<file path="src/rtl/hsv_core_commit_arbiter_if.sv">
// Producer/commit handshake bundle for hsv_core_commit_arbiter: the N producer
// channels, the single commit channel and the flush request/acknowledge pair.
interface hsv_core_commit_arbiter_if #(
    parameter int N_PORTS = 4,
    parameter int WIDTH   = 64
);
    logic                       flush_req;
    logic                       flush_ack;
    logic [N_PORTS*WIDTH-1:0]   in_data;
    logic [N_PORTS-1:0]         valid_i;
    logic [N_PORTS-1:0]         ready_o;
    logic [WIDTH-1:0]           commit_data;
    logic                       valid_o;
    logic                       ready_i;

    modport slave (
        input  flush_req, in_data, valid_i, ready_i,
        output flush_ack, ready_o, commit_data, valid_o
    );

    modport master (
        output flush_req, in_data, valid_i, ready_i,
        input  flush_ack, ready_o, commit_data, valid_o
    );
endinterface

</file>
<file path="src/rtl/hsv_core_commit_arbiter.sv">
// Round-robin merge of execution-unit results into one registered commit slot.
// Optional HSV_COMMIT_ARB_STATS_EN adds a saturating stall_cycles counter.
module hsv_core_commit_arbiter #(
    parameter int N_PORTS = 4,
    parameter int WIDTH   = 64
) (
    input  logic                        clk_core,
    input  logic                        rst_core,
    hsv_core_commit_arbiter_if.slave    bus
`ifdef HSV_COMMIT_ARB_STATS_EN
   ,output logic [31:0]                 stall_cycles
`endif
);
    localparam int PTR_W = $clog2(N_PORTS);

    logic [PTR_W-1:0]   ptr_q, ptr_d;
    logic [PTR_W-1:0]   cand, grant_idx;
    logic               valid_q, valid_d;
    logic [WIDTH-1:0]   data_q, data_d;
    logic               flush_ack_q;
    logic [N_PORTS-1:0] grant_oh;
    logic               grant_found;
    logic               slot_free;
    logic               accept;

    // Pointer wrap compares against the last port so non-power-of-two counts work.
    function automatic logic [PTR_W-1:0] ptr_inc(input logic [PTR_W-1:0] p);
        return (p == PTR_W'(N_PORTS - 1)) ? '0 : p + PTR_W'(1);
    endfunction

    always_comb begin
        grant_oh    = '0;
        grant_idx   = '0;
        grant_found = 1'b0;
        cand        = ptr_q;
        for (int k = 0; k < N_PORTS; k++) begin
            if (!grant_found && bus.valid_i[cand]) begin
                grant_found     = 1'b1;
                grant_idx       = cand;
                grant_oh[cand]  = 1'b1;
            end
            cand = ptr_inc(cand);
        end
    end

    assign slot_free   = ~valid_q | bus.ready_i;
    assign accept      = slot_free & ~bus.flush_req & grant_found;
    assign bus.ready_o = (accept & ~rst_core) ? grant_oh : '0;

    // Flush discards the slot even when the commit stage would have taken it.
    always_comb begin
        ptr_d   = ptr_q;
        valid_d = valid_q;
        data_d  = data_q;
        if (bus.flush_req) begin
            valid_d = 1'b0;
        end else if (accept) begin
            valid_d = 1'b1;
            data_d  = bus.in_data[int'(grant_idx)*WIDTH +: WIDTH];
            ptr_d   = ptr_inc(grant_idx);
        end else if (bus.ready_i) begin
            valid_d = 1'b0;
        end
    end

    always_ff @(posedge clk_core or posedge rst_core) begin
        if (rst_core) begin
            ptr_q       <= '0;
            valid_q     <= 1'b0;
            data_q      <= '0;
            flush_ack_q <= 1'b0;
        end else begin
            ptr_q       <= ptr_d;
            valid_q     <= valid_d;
            data_q      <= data_d;
            flush_ack_q <= bus.flush_req;
        end
    end

    assign bus.commit_data = data_q;
    assign bus.valid_o     = valid_q;
    assign bus.flush_ack   = flush_ack_q;

`ifdef HSV_COMMIT_ARB_STATS_EN
    logic [31:0] stall_q, stall_d;

    always_comb begin
        stall_d = stall_q;
        if (valid_q && !bus.ready_i && stall_q != 32'hFFFF_FFFF) begin
            stall_d = stall_q + 32'd1;
        end
    end

    always_ff @(posedge clk_core or posedge rst_core) begin
        if (rst_core) begin
            stall_q <= '0;
        end else begin
            stall_q <= stall_d;
        end
    end

    assign stall_cycles = stall_q;
`endif
endmodule

</file>
<file path="src/flat_wrapper.sv">
// flat-port wrapper written by rule: the top's interface ports become plain ports
module hsv_core_commit_arbiter_flat 
#(
    parameter int N_PORTS = 4,
    parameter int WIDTH   = 64
)
  (clk_core, rst_core, bus_flush_req, bus_in_data, bus_valid_i, bus_ready_i, bus_flush_ack, bus_ready_o, bus_commit_data, bus_valid_o);
  hsv_core_commit_arbiter_if #(.N_PORTS(N_PORTS), .WIDTH(WIDTH)) bus_i ();
  input  logic clk_core;
  input  logic rst_core;
  input wire logic [$bits(bus_i.flush_req)-1:0] bus_flush_req;
  input wire logic [$bits(bus_i.in_data)-1:0] bus_in_data;
  input wire logic [$bits(bus_i.valid_i)-1:0] bus_valid_i;
  input wire logic [$bits(bus_i.ready_i)-1:0] bus_ready_i;
  output wire logic [$bits(bus_i.flush_ack)-1:0] bus_flush_ack;
  output wire logic [$bits(bus_i.ready_o)-1:0] bus_ready_o;
  output wire logic [$bits(bus_i.commit_data)-1:0] bus_commit_data;
  output wire logic [$bits(bus_i.valid_o)-1:0] bus_valid_o;
  assign bus_i.flush_req = bus_flush_req;
  assign bus_i.in_data = bus_in_data;
  assign bus_i.valid_i = bus_valid_i;
  assign bus_i.ready_i = bus_ready_i;
  assign bus_flush_ack = bus_i.flush_ack;
  assign bus_ready_o = bus_i.ready_o;
  assign bus_commit_data = bus_i.commit_data;
  assign bus_valid_o = bus_i.valid_o;
  hsv_core_commit_arbiter #(.N_PORTS(N_PORTS), .WIDTH(WIDTH)) u_core (.clk_core(clk_core), .rst_core(rst_core), .bus(bus_i));
endmodule
</file>
<file path="config.mk">
export PLATFORM = sky130hd
export DESIGN_NAME = hsv_core_commit_arbiter_flat
export DESIGN_NICKNAME = d
export VERILOG_FILES = /design/src/rtl/hsv_core_commit_arbiter_if.sv /design/src/rtl/hsv_core_commit_arbiter.sv /design/src/flat_wrapper.sv
export SDC_FILE = /design/constraint.sdc
export NUM_CORES = 1
export LEC_CHECK = 0
export ABC_AREA = 1
export ABC_CLOCK_PERIOD_IN_PS = 10450
export CORE_ASPECT_RATIO = 1.4
export CORE_MARGIN = 3
export CORE_UTILIZATION = 30
export CTS_BUF_LIST = sky130_fd_sc_hd__clkbuf_4 sky130_fd_sc_hd__clkbuf_8 sky130_fd_sc_hd__clkbuf_16
export DETAILED_ROUTE_END_ITERATION = 6
export PLACE_DENSITY = 0.66
export SLEW_MARGIN = 40
export SYNTH_ARGS = -nofsm -noshare
export SYNTH_HDL_FRONTEND = slang
export SYNTH_SLANG_ARGS = --single-unit
export TNS_END_PERCENT = 10
</file>
<file path="constraint.sdc">
create_clock -name clk_core -period 10.45 [get_ports clk_core]
set_clock_uncertainty 0.2 [all_clocks]
set_input_delay 2.6125 -clock clk_core [delete_from_list [all_inputs] [get_ports clk_core]]
set_output_delay 2.6125 -clock clk_core [all_outputs]
set_load 0.005 [all_outputs]
</file>
[Word-level counts from Yosys, hierarchy flattened]
Cells that the tools add are included.
Operators by class
  $add $sub $neg: 4
  multipliers: 0
  div/mod/pow operators: 0
  magnitude comparators: 8
  equal/unequal tests: 4
  shift-type cells: 1
  mux-type cells: 36
  bitwise operators: 10
  reduce and logical (&&, ||, !) cells: 12
Operators with widths (count)
  variable part select 256 x 9 -> 64 bit: 1
  2-to-1 mux 4 bit: 5
  2-to-1 mux 2 bit: 8
  2-to-1 mux 1 bit: 15
  < comparator 2 x 3 -> 1 bit (second input constant): 4
  OR 4 bit: 3
  adder 2 x 1 -> 2 bit (second input constant): 4
  binary-select mux 1 bit (select 2 bit): 4
  demux 1 bit (select 2 bit): 4
  == test 2 bit (second input constant): 4
  greater-or-equal comparator 2 x 1 -> 1 bit (second input constant): 4
  logical AND 1 bit: 7
  bitwise AND 1 bit: 3
  zero test 1 bit: 3
  inverter 1 bit: 3
  nonzero test 3 bit: 1
  AND reduction 2 bit: 1
  OR 1 bit: 1
Word-level totals
  flip-flop bits (word level): 68
  bits in latches: 0
  bits in writable memories: 0
  memory bits (read-only): 0
  bits of input ports: 264
  output and inout bits: 70
  word-level logic and storage cells: 79
  memories: 0

[Depth between registers and ports, before layout]
Gate-level depths: netlist of run 1.
  depth after elaboration: 15
  mapped depth: 18
  gate-level depth less buffers: 17

[Least setup slack after synthesis of run 1]
No wires, ideal clock.
  kind: in2out
  start point: input port rst_core
  end point: output port bus_ready_o[2]
  arrival: 4555 ps
  required time: 7637 ps
  setup slack: 3082 ps
  cell stages on the path: 3
  path buffers: 0
  path through: inv_1 nand2_1 a21oi_1
Between the ends
  word-level cells in the longest chain between the ends: 3
Ends and longest elaborated chain
  start, declared: line flat_wrapper.sv:10  | input logic rst_core;
  inverter 1 bit: line hsv_core_commit_arbiter.sv:48  | assign bus.ready_o = (accept & ~rst_core) ? grant_oh : '0;
  bitwise AND 1 bit: line hsv_core_commit_arbiter.sv:48
  2-to-1 mux 4 bit: line hsv_core_commit_arbiter.sv:48
  end, declared: line flat_wrapper.sv:16  | output wire logic [$bits(bus_i.ready_o)-1:0] bus_ready_o;
Every way passes these cells.

[Worst setup path after layout of run 1]
  start point: input port bus_valid_i[3]
  end point: output port bus_ready_o[3]
Between the ends
  word-level cells in the longest chain between the ends: 15
  elaborated cells between the ends (all ways): 28
  classes of those cells: mux (17); bitwise (5); reduce/logical (6)
Ends and longest elaborated chain
  start, declared: line flat_wrapper.sv:13  | input wire logic [$bits(bus_i.valid_i)-1:0] bus_valid_i;
  binary-select mux 1 bit (select 2 bit): line hsv_core_commit_arbiter.sv:37  | if (!grant_found && bus.valid_i[cand]) begin
  2-to-1 mux 1 bit (implied by the code): line hsv_core_commit_arbiter.sv:37
  2-to-1 mux 1 bit: line hsv_core_commit_arbiter.sv:37
  zero test 1 bit: line hsv_core_commit_arbiter.sv:37
  logical AND 1 bit: line hsv_core_commit_arbiter.sv:37
  2-to-1 mux 1 bit: line hsv_core_commit_arbiter.sv:37
  zero test 1 bit: line hsv_core_commit_arbiter.sv:37
  logical AND 1 bit: line hsv_core_commit_arbiter.sv:37
  2-to-1 mux 1 bit: line hsv_core_commit_arbiter.sv:37
  zero test 1 bit: line hsv_core_commit_arbiter.sv:37
  logical AND 1 bit: line hsv_core_commit_arbiter.sv:37
  2-to-1 mux 1 bit: line hsv_core_commit_arbiter.sv:37
  bitwise AND 1 bit: line hsv_core_commit_arbiter.sv:47  | assign accept = slot_free & ~bus.flush_req & grant_found;
  bitwise AND 1 bit: line hsv_core_commit_arbiter.sv:48
  2-to-1 mux 4 bit *: line hsv_core_commit_arbiter.sv:48
Every way passes the cells marked *; elsewhere a longest branch is shown, timed or not. The select of a mux whose other input is x is not followed.

==> run_results.csv, run 1 <==
group,metric,value,unit
outcome,outcome,"finished, final reports clean",
grt,track_usage,21.5,%
die,initial_core_util,30.6,%
route,first_pass_iters,5,
power,leakagePower,5.65,nW
route,drt_wl_total,26300,um
worst_setup_path,crit_path_start_kind,"primary input",
synth,synth.yosys.warnings,0,
route,remaining_drc_errors,0,
die,die_h,180,um
cts,cts.sinks,68,
route,vias,7970,
min_path,hold_depth,2,
cts,cts_tree,"yes",
route,ant_nets,0,
grt,antenna_found_initial,1,
grt,grt_pass1_vias,7434,
timing,timing.final.crit_share,74.7,%
cts,cts_inserted_buffers,9,
worst_setup_path,path_class,"in2out",
synth,synth_cell_types,26,
power,p_per_area,405,nW/um^2
timing,worst_pin_slew,0.803,ns
min_path,hp-class,"reg2reg",
synth,synth-seq-cells,68,
synth,synth-seq-area-share,26.2,%
die,die_area,23400,um^2
synth,syn-cell-area,6490,um^2
cells_and_area,drive_above_1_share,3.49,%
timing,timing.fmax,128,MHz
route,wl_per_cell,15.6,um
cts,htreeDepth,3,
grt,grt_overflow,0,
job,cap_violations,0,
placement,io_buffers,333,
cells_and_area,final_cell_mix,"nand2_1 (351), nand3_1 (333), clkdlybuf4s50_1 (333)",
route,drt-initial-drc-count,547,
cts,clock_path_buffers,2,
worst_setup_path,cp.arrival,4.99,ns
worst_setup_path,r2r_cells,17,
cts,cts_setup_buffers,0,
grt,grt_pass1_wl,40400,um
worst_setup_path,end_kind,"output pin",
cells_and_area,syn_to_final_growth,56.8,%
cts,path_clk_slew,0.06,ns
die,core,21200,um^2
cts,cts-resized-gates,0,
placement,place.gp.congestion,0.883,
route,viasPerCell,4.71,
timing,rsz0062_at_grt,"false",
placement,placedInstanceArea,9820,um^2
timing,fin_crit,7.80,ns
placement,hpwl,18600,um
cts,clock-root-buffer,"clkbuf_16",
cts,clock_latency,0.33,ns
cells_and_area,post-route-cell-area,10200,um^2
cells_and_area,final_common_cell,"nand2_1",
timing,finalHoldViolCount,0,
timing,setup_violations,0,
die,die_w,130,um
timing,finalMaxSlewViolations,0,
synth,netlist_instances,1146,
worst_setup_path,critPathRequiredTime,7.64,ns
grt,grt_start_max_net_pins,96,
cts,postCtsHoldBufs,0,
worst_setup_path,worst-path-max-fanout,24,
power,vdd_drop_max,0.300,mV
die,ios,334,
timing,slew_headroom,46.4,%
timing,tns,0,ns
die,rows,63,
cells_and_area,fin_nets,1697,
synth,synth_nets,1417,
synth,postSynthAreaPerCell,5.66,um^2
## synthesized netlist by cell type
cell	instances	area, um^2
dfrtp_1	68	1700
o31ai_1	1	7.51
nand2_1	352	1320
buf_6	12	135
buf_4	3	22.5
a21oi_1	4	20.0
ha_1	7	87.6
clkinv_2	1	5.00
buf_2	41	205
nand4_1	2	12.5
inv_2	5	18.8
nor2_2	1	6.26
nand2_4	1	11.3
o22ai_1	2	12.5
o21ai_0	5	25.0
o211ai_1	1	7.51
nand3_1	335	1680
nor2_8	1	20.0
or2_2	1	6.26
nand2_2	7	43.8
buf_1	3	11.3
inv_1	269	1010
a221oi_1	2	17.5
nand3_2	3	30.0
nor2_1	4	15.0
clkbuf_1	15	56.3
## power breakdown
part | switching [mW] | internal [mW] | total (mW)
sequential | 0.0778 | 0.408 | 0.486
clock | 0.122 | 0.198 | 0.320
combinational | 2.13 | 1.18 | 3.31
## routing by layer
metal	GRT usage [%]	vias up	wire length [um]
met4	8.03	0	844
met2	37.5	262	13500
met1	26.3	3636	10500
li1	-	4030	-
met5	0	-	0
met3	3.33	42	1500
## sequential cells by signal (all words and copies together) (netlist names)
signal                  count
u_core.ptr_q                2
u_core.bus.valid_o          1
u_core.bus.commit_data     64
u_core.bus.flush_ack        1
## logic make-up (layout without fill, tap and decap cells)
| family | count (synthesis) | count (layout) | synth area share, % |
|---|---|---|---|
| AO/OA/AOI/OAI | 15 | 15 | 1.39 |
| adder cells (fa/ha/maj) | 7 | 7 | 1.35 |
| buffers and inverters | 349 | 634 | 22.6 |
| flip-flops | 68 | 68 | 26.2 |
| other | 0 | 1 | 0 |
| AND/OR/NAND/NOR | 707 | 707 | 48.5 |
## metrics by stage
step | utilization (%) | cells | hold slack (ns) | worst slack (ns) | total power, mW
floorplan | - | 1146 | 0.272 | 3.08 | 2.92
global placement | 46.3 | 1673 | 0.260 | 2.13 | 3.77
detailed placement | 46.3 | 1673 | 0.264 | 2.14 | 3.79
CTS | 47.8 | 1689 | 0.279 | 2.14 | 4.13
global route | 48.0 | 1692 | 0.290 | 2.36 | 4.58
finish | 48.0 | 1692 | 0.276 | 2.65 | 4.12
## worst paths after layout
path | from | end | slack (ns)
setup / recovery | bus_valid_i[3] | bus_ready_o[3] | 2.65
hold / removal | u_core.bus.commit_data[45] | u_core.bus.commit_data[45] | 0.28
hold reg to reg | u_core.bus.commit_data[45] | u_core.bus.commit_data[45] | 0.28
min in group asynchronous | rst_core | u_core.bus.commit_data[27] | 2.49
setup reg to reg | u_core.ptr_q[0] | u_core.bus.commit_data[18] | 6.20
max in group asynchronous | rst_core | u_core.bus.commit_data[4] | 6.63
## area by class of cell
| class | count | area (um^2) |
|---|---|---|
| inverters | 275 | 1040 |
| flip-flops and latches | 68 | 1700 |
| diodes | 1 | 2.50 |
| multi-input cells | 729 | 3350 |
| fillers | 2219 | 11000 |
| clock inverters | 5 | 60.1 |
| clock buffers | 11 | 253 |
| well taps | 260 | 325 |
| repair buffers | 343 | 3440 |
## worst max-delay path, cell delays in order
cell and delay [ns]:
clkdlybuf4s50_1 0.47, inv_1 0.07, nand2_1 0.06, nand3_1 0.12
nand2_2 0.19, nor2_8 0.07, nand4_1 0.11, nand3_4 0.29
inv_2 0.13, nand2_1 0.11, a21oi_1 0.21, clkdlybuf4s50_1 0.54
Power figures use the tool's default switching activity.
==> run 2, diff against run 1 <==
- ABC_CLOCK_PERIOD_IN_PS: 10450 -> 7300
- clock period: 10.45 -> 7.3 ns (I/O delays scaled with it)
==> run_results.csv, run 2 (synthesis results as in run 1) <==
group,metric,value,unit
outcome,outcome,"finished, final reports clean",
min_path,hold_depth,2,
die,ios,334,
route,drt_wl_total,27000,um
timing,finalMaxSlewViolations,0,
cts,cts-resized-gates,0,
cells_and_area,syn_to_final_growth,56.2,%
worst_setup_path,worst-path-max-fanout,5,
placement,pre_cts_slack,1.37,ns
worst_setup_path,cp_slowest_cell,"clkdlybuf4s50_1",
cells_and_area,drive_above_1_share,3.49,%
worst_setup_path,r2r_cells,17,
die,rows,63,
worst_setup_path,slowest_delay,0.56,ns
cts,clock_path_buffers,2,
timing,finalHoldViolCount,0,
route,wl_per_cell,15.9,um
route,viasPerCell,4.71,
die,initial_core_util,30.6,%
die,die_w,130,um
timing,timing.final.crit_share,81.3,%
worst_setup_path,cp.arrival,3.91,ns
cells_and_area,final_common_cell,"nand2_1",
placement,place.gp.congestion,0.906,
placement,placedInstanceArea,9830,um^2
cells_and_area,multi_input_area,3350,um^2
placement,io_buffers,333,
worst_setup_path,cp.depth,12,
timing,timing.fmax,169,MHz
cells_and_area,largest_reg_flops,64,
worst_setup_path,end_kind,"output pin",
timing,rsz0062_at_grt,"false",
route,ant_nets,0,
cts,htreeDepth,3,
power,p_per_area,578,nW/um^2
timing,setup_ws,1.37,ns
cts,postCtsHoldBufs,0,
die,core,21200,um^2
cells_and_area,post-route-cell-area,10100,um^2
timing,whs,0.274,ns
timing,fin_crit,5.93,ns
power,leakagePower,5.64,nW
route,first_pass_iters,6,
worst_setup_path,critPathRequiredTime,5.28,ns
timing,worst_pin_slew,0.848,ns
grt,grt_pass1_vias,7381,
worst_setup_path,crit_buf_inv,4,
timing,slew_headroom,43.5,%
cells_and_area,final_cell_mix,"nand2_1 (351), nand3_1 (333), clkdlybuf4s50_1 (333)",
worst_setup_path,cp_cell_sequence,"clkdlybuf4s50_1 -> inv_1 -> nand2_1 -> nand3_1 -> nand2_2 -> nor2_8 -> nand4_1 -> nand3_4 -> inv_2 -> nand2_1 -> nor2_1 -> clkdlybuf4s50_1",
power,vdd_drop_max,0.666,mV
cts,cts_tree,"yes",
cts,cts.sinks,68,
cts,path_clk_slew,0.05,ns
timing,setup_violations,0,
cts,clock-root-buffer,"clkbuf_16",
route,drt-initial-drc-count,608,
die,die_h,180,um
grt,grt_start_max_net_pins,69,
route,vias,7964,
worst_setup_path,path_class,"in2out",
grt,antenna_found_initial,1,
cts,cts_setup_buffers,0,
cts,cts_inserted_buffers,9,
worst_setup_path,path_delay_family,"buffers and inverters",
cts,clock_latency,0.34,ns
die,die_area,23400,um^2
grt,track_usage,22.4,%
cells_and_area,fin_nets,1697,
timing,tns,0,ns
worst_setup_path,crit_path_start_kind,"primary input",
min_path,hp-class,"reg2reg",
placement,hpwl,18800,um
job,cap_violations,0,
grt,grt_overflow,0,
grt,grt_pass1_wl,41500,um
route,remaining_drc_errors,0,
cells_and_area,ff_latch_area,1700,um^2
cells_and_area,fill_cells,2216,
[run 2: cell types whose count changed in the layout (fill, tap and decap cells not counted)]
cell        delta
buf_12         -2
clkbuf_8       -1
buf_6          -1
clkinvlp_4     -2
clkinv_4       +1
buf_4          +3
clkinv_2       +2
[run 2: final timing paths]
check                                                start                         end  slack (ns)
worst max-delay path                        bus_valid_i[3]              bus_ready_o[1]        1.37
worst min register to register  u_core.bus.commit_data[42]  u_core.bus.commit_data[42]        0.27
worst max register to register             u_core.ptr_q[0]   u_core.bus.commit_data[4]        2.75
min in group asynchronous                         rst_core             u_core.ptr_q[1]        1.88
max in group asynchronous                         rst_core  u_core.bus.commit_data[43]        4.54
worst min-delay path            u_core.bus.commit_data[42]  u_core.bus.commit_data[42]        0.27
[run 2: power by group]
part | internal, mW | total, mW | switching, mW
Sequential | 0.583 | 0.696 | 0.112
Combinational | 1.64 | 4.71 | 3.07
Clock | 0.273 | 0.454 | 0.181
[run 2: worst min-delay path, cell delays in order, from the launching register on]
cell and delay (ns):
dfrtp_1 0.33, nand2_1 0.05, nand2_1 0.05
[run 2: per-layer routing]
metal	global-route usage (%)	part of all wire [%]	vias to the layer above
met1	27.8	40	3587
met5	0	0	-
met2	39.0	51	303
met4	8.07	2.8	0
met3	3.03	6.2	40
li1	-	-	4034
[run 2: stage by stage]
step	utilization, %	instances	total power, mW
final	47.8	1692	5.86
after global routing	47.8	1692	6.53
after CTS	47.8	1691	5.90
after detailed placement	46.4	1675	5.42
after global placement	46.3	1675	5.39
after floorplan	-	1146	4.18
[run 2: layout make-up]
class                      instances  share of cell area, %
multi-input combinational        729                   33.1
clock inverter                     6                  0.630
timing repair buffer             343                   33.7
sequential                        68                   16.8
clock buffer                      10                   2.36
antenna                            1                 0.0247
tap                              260                   3.21
inverter                         275                   10.2
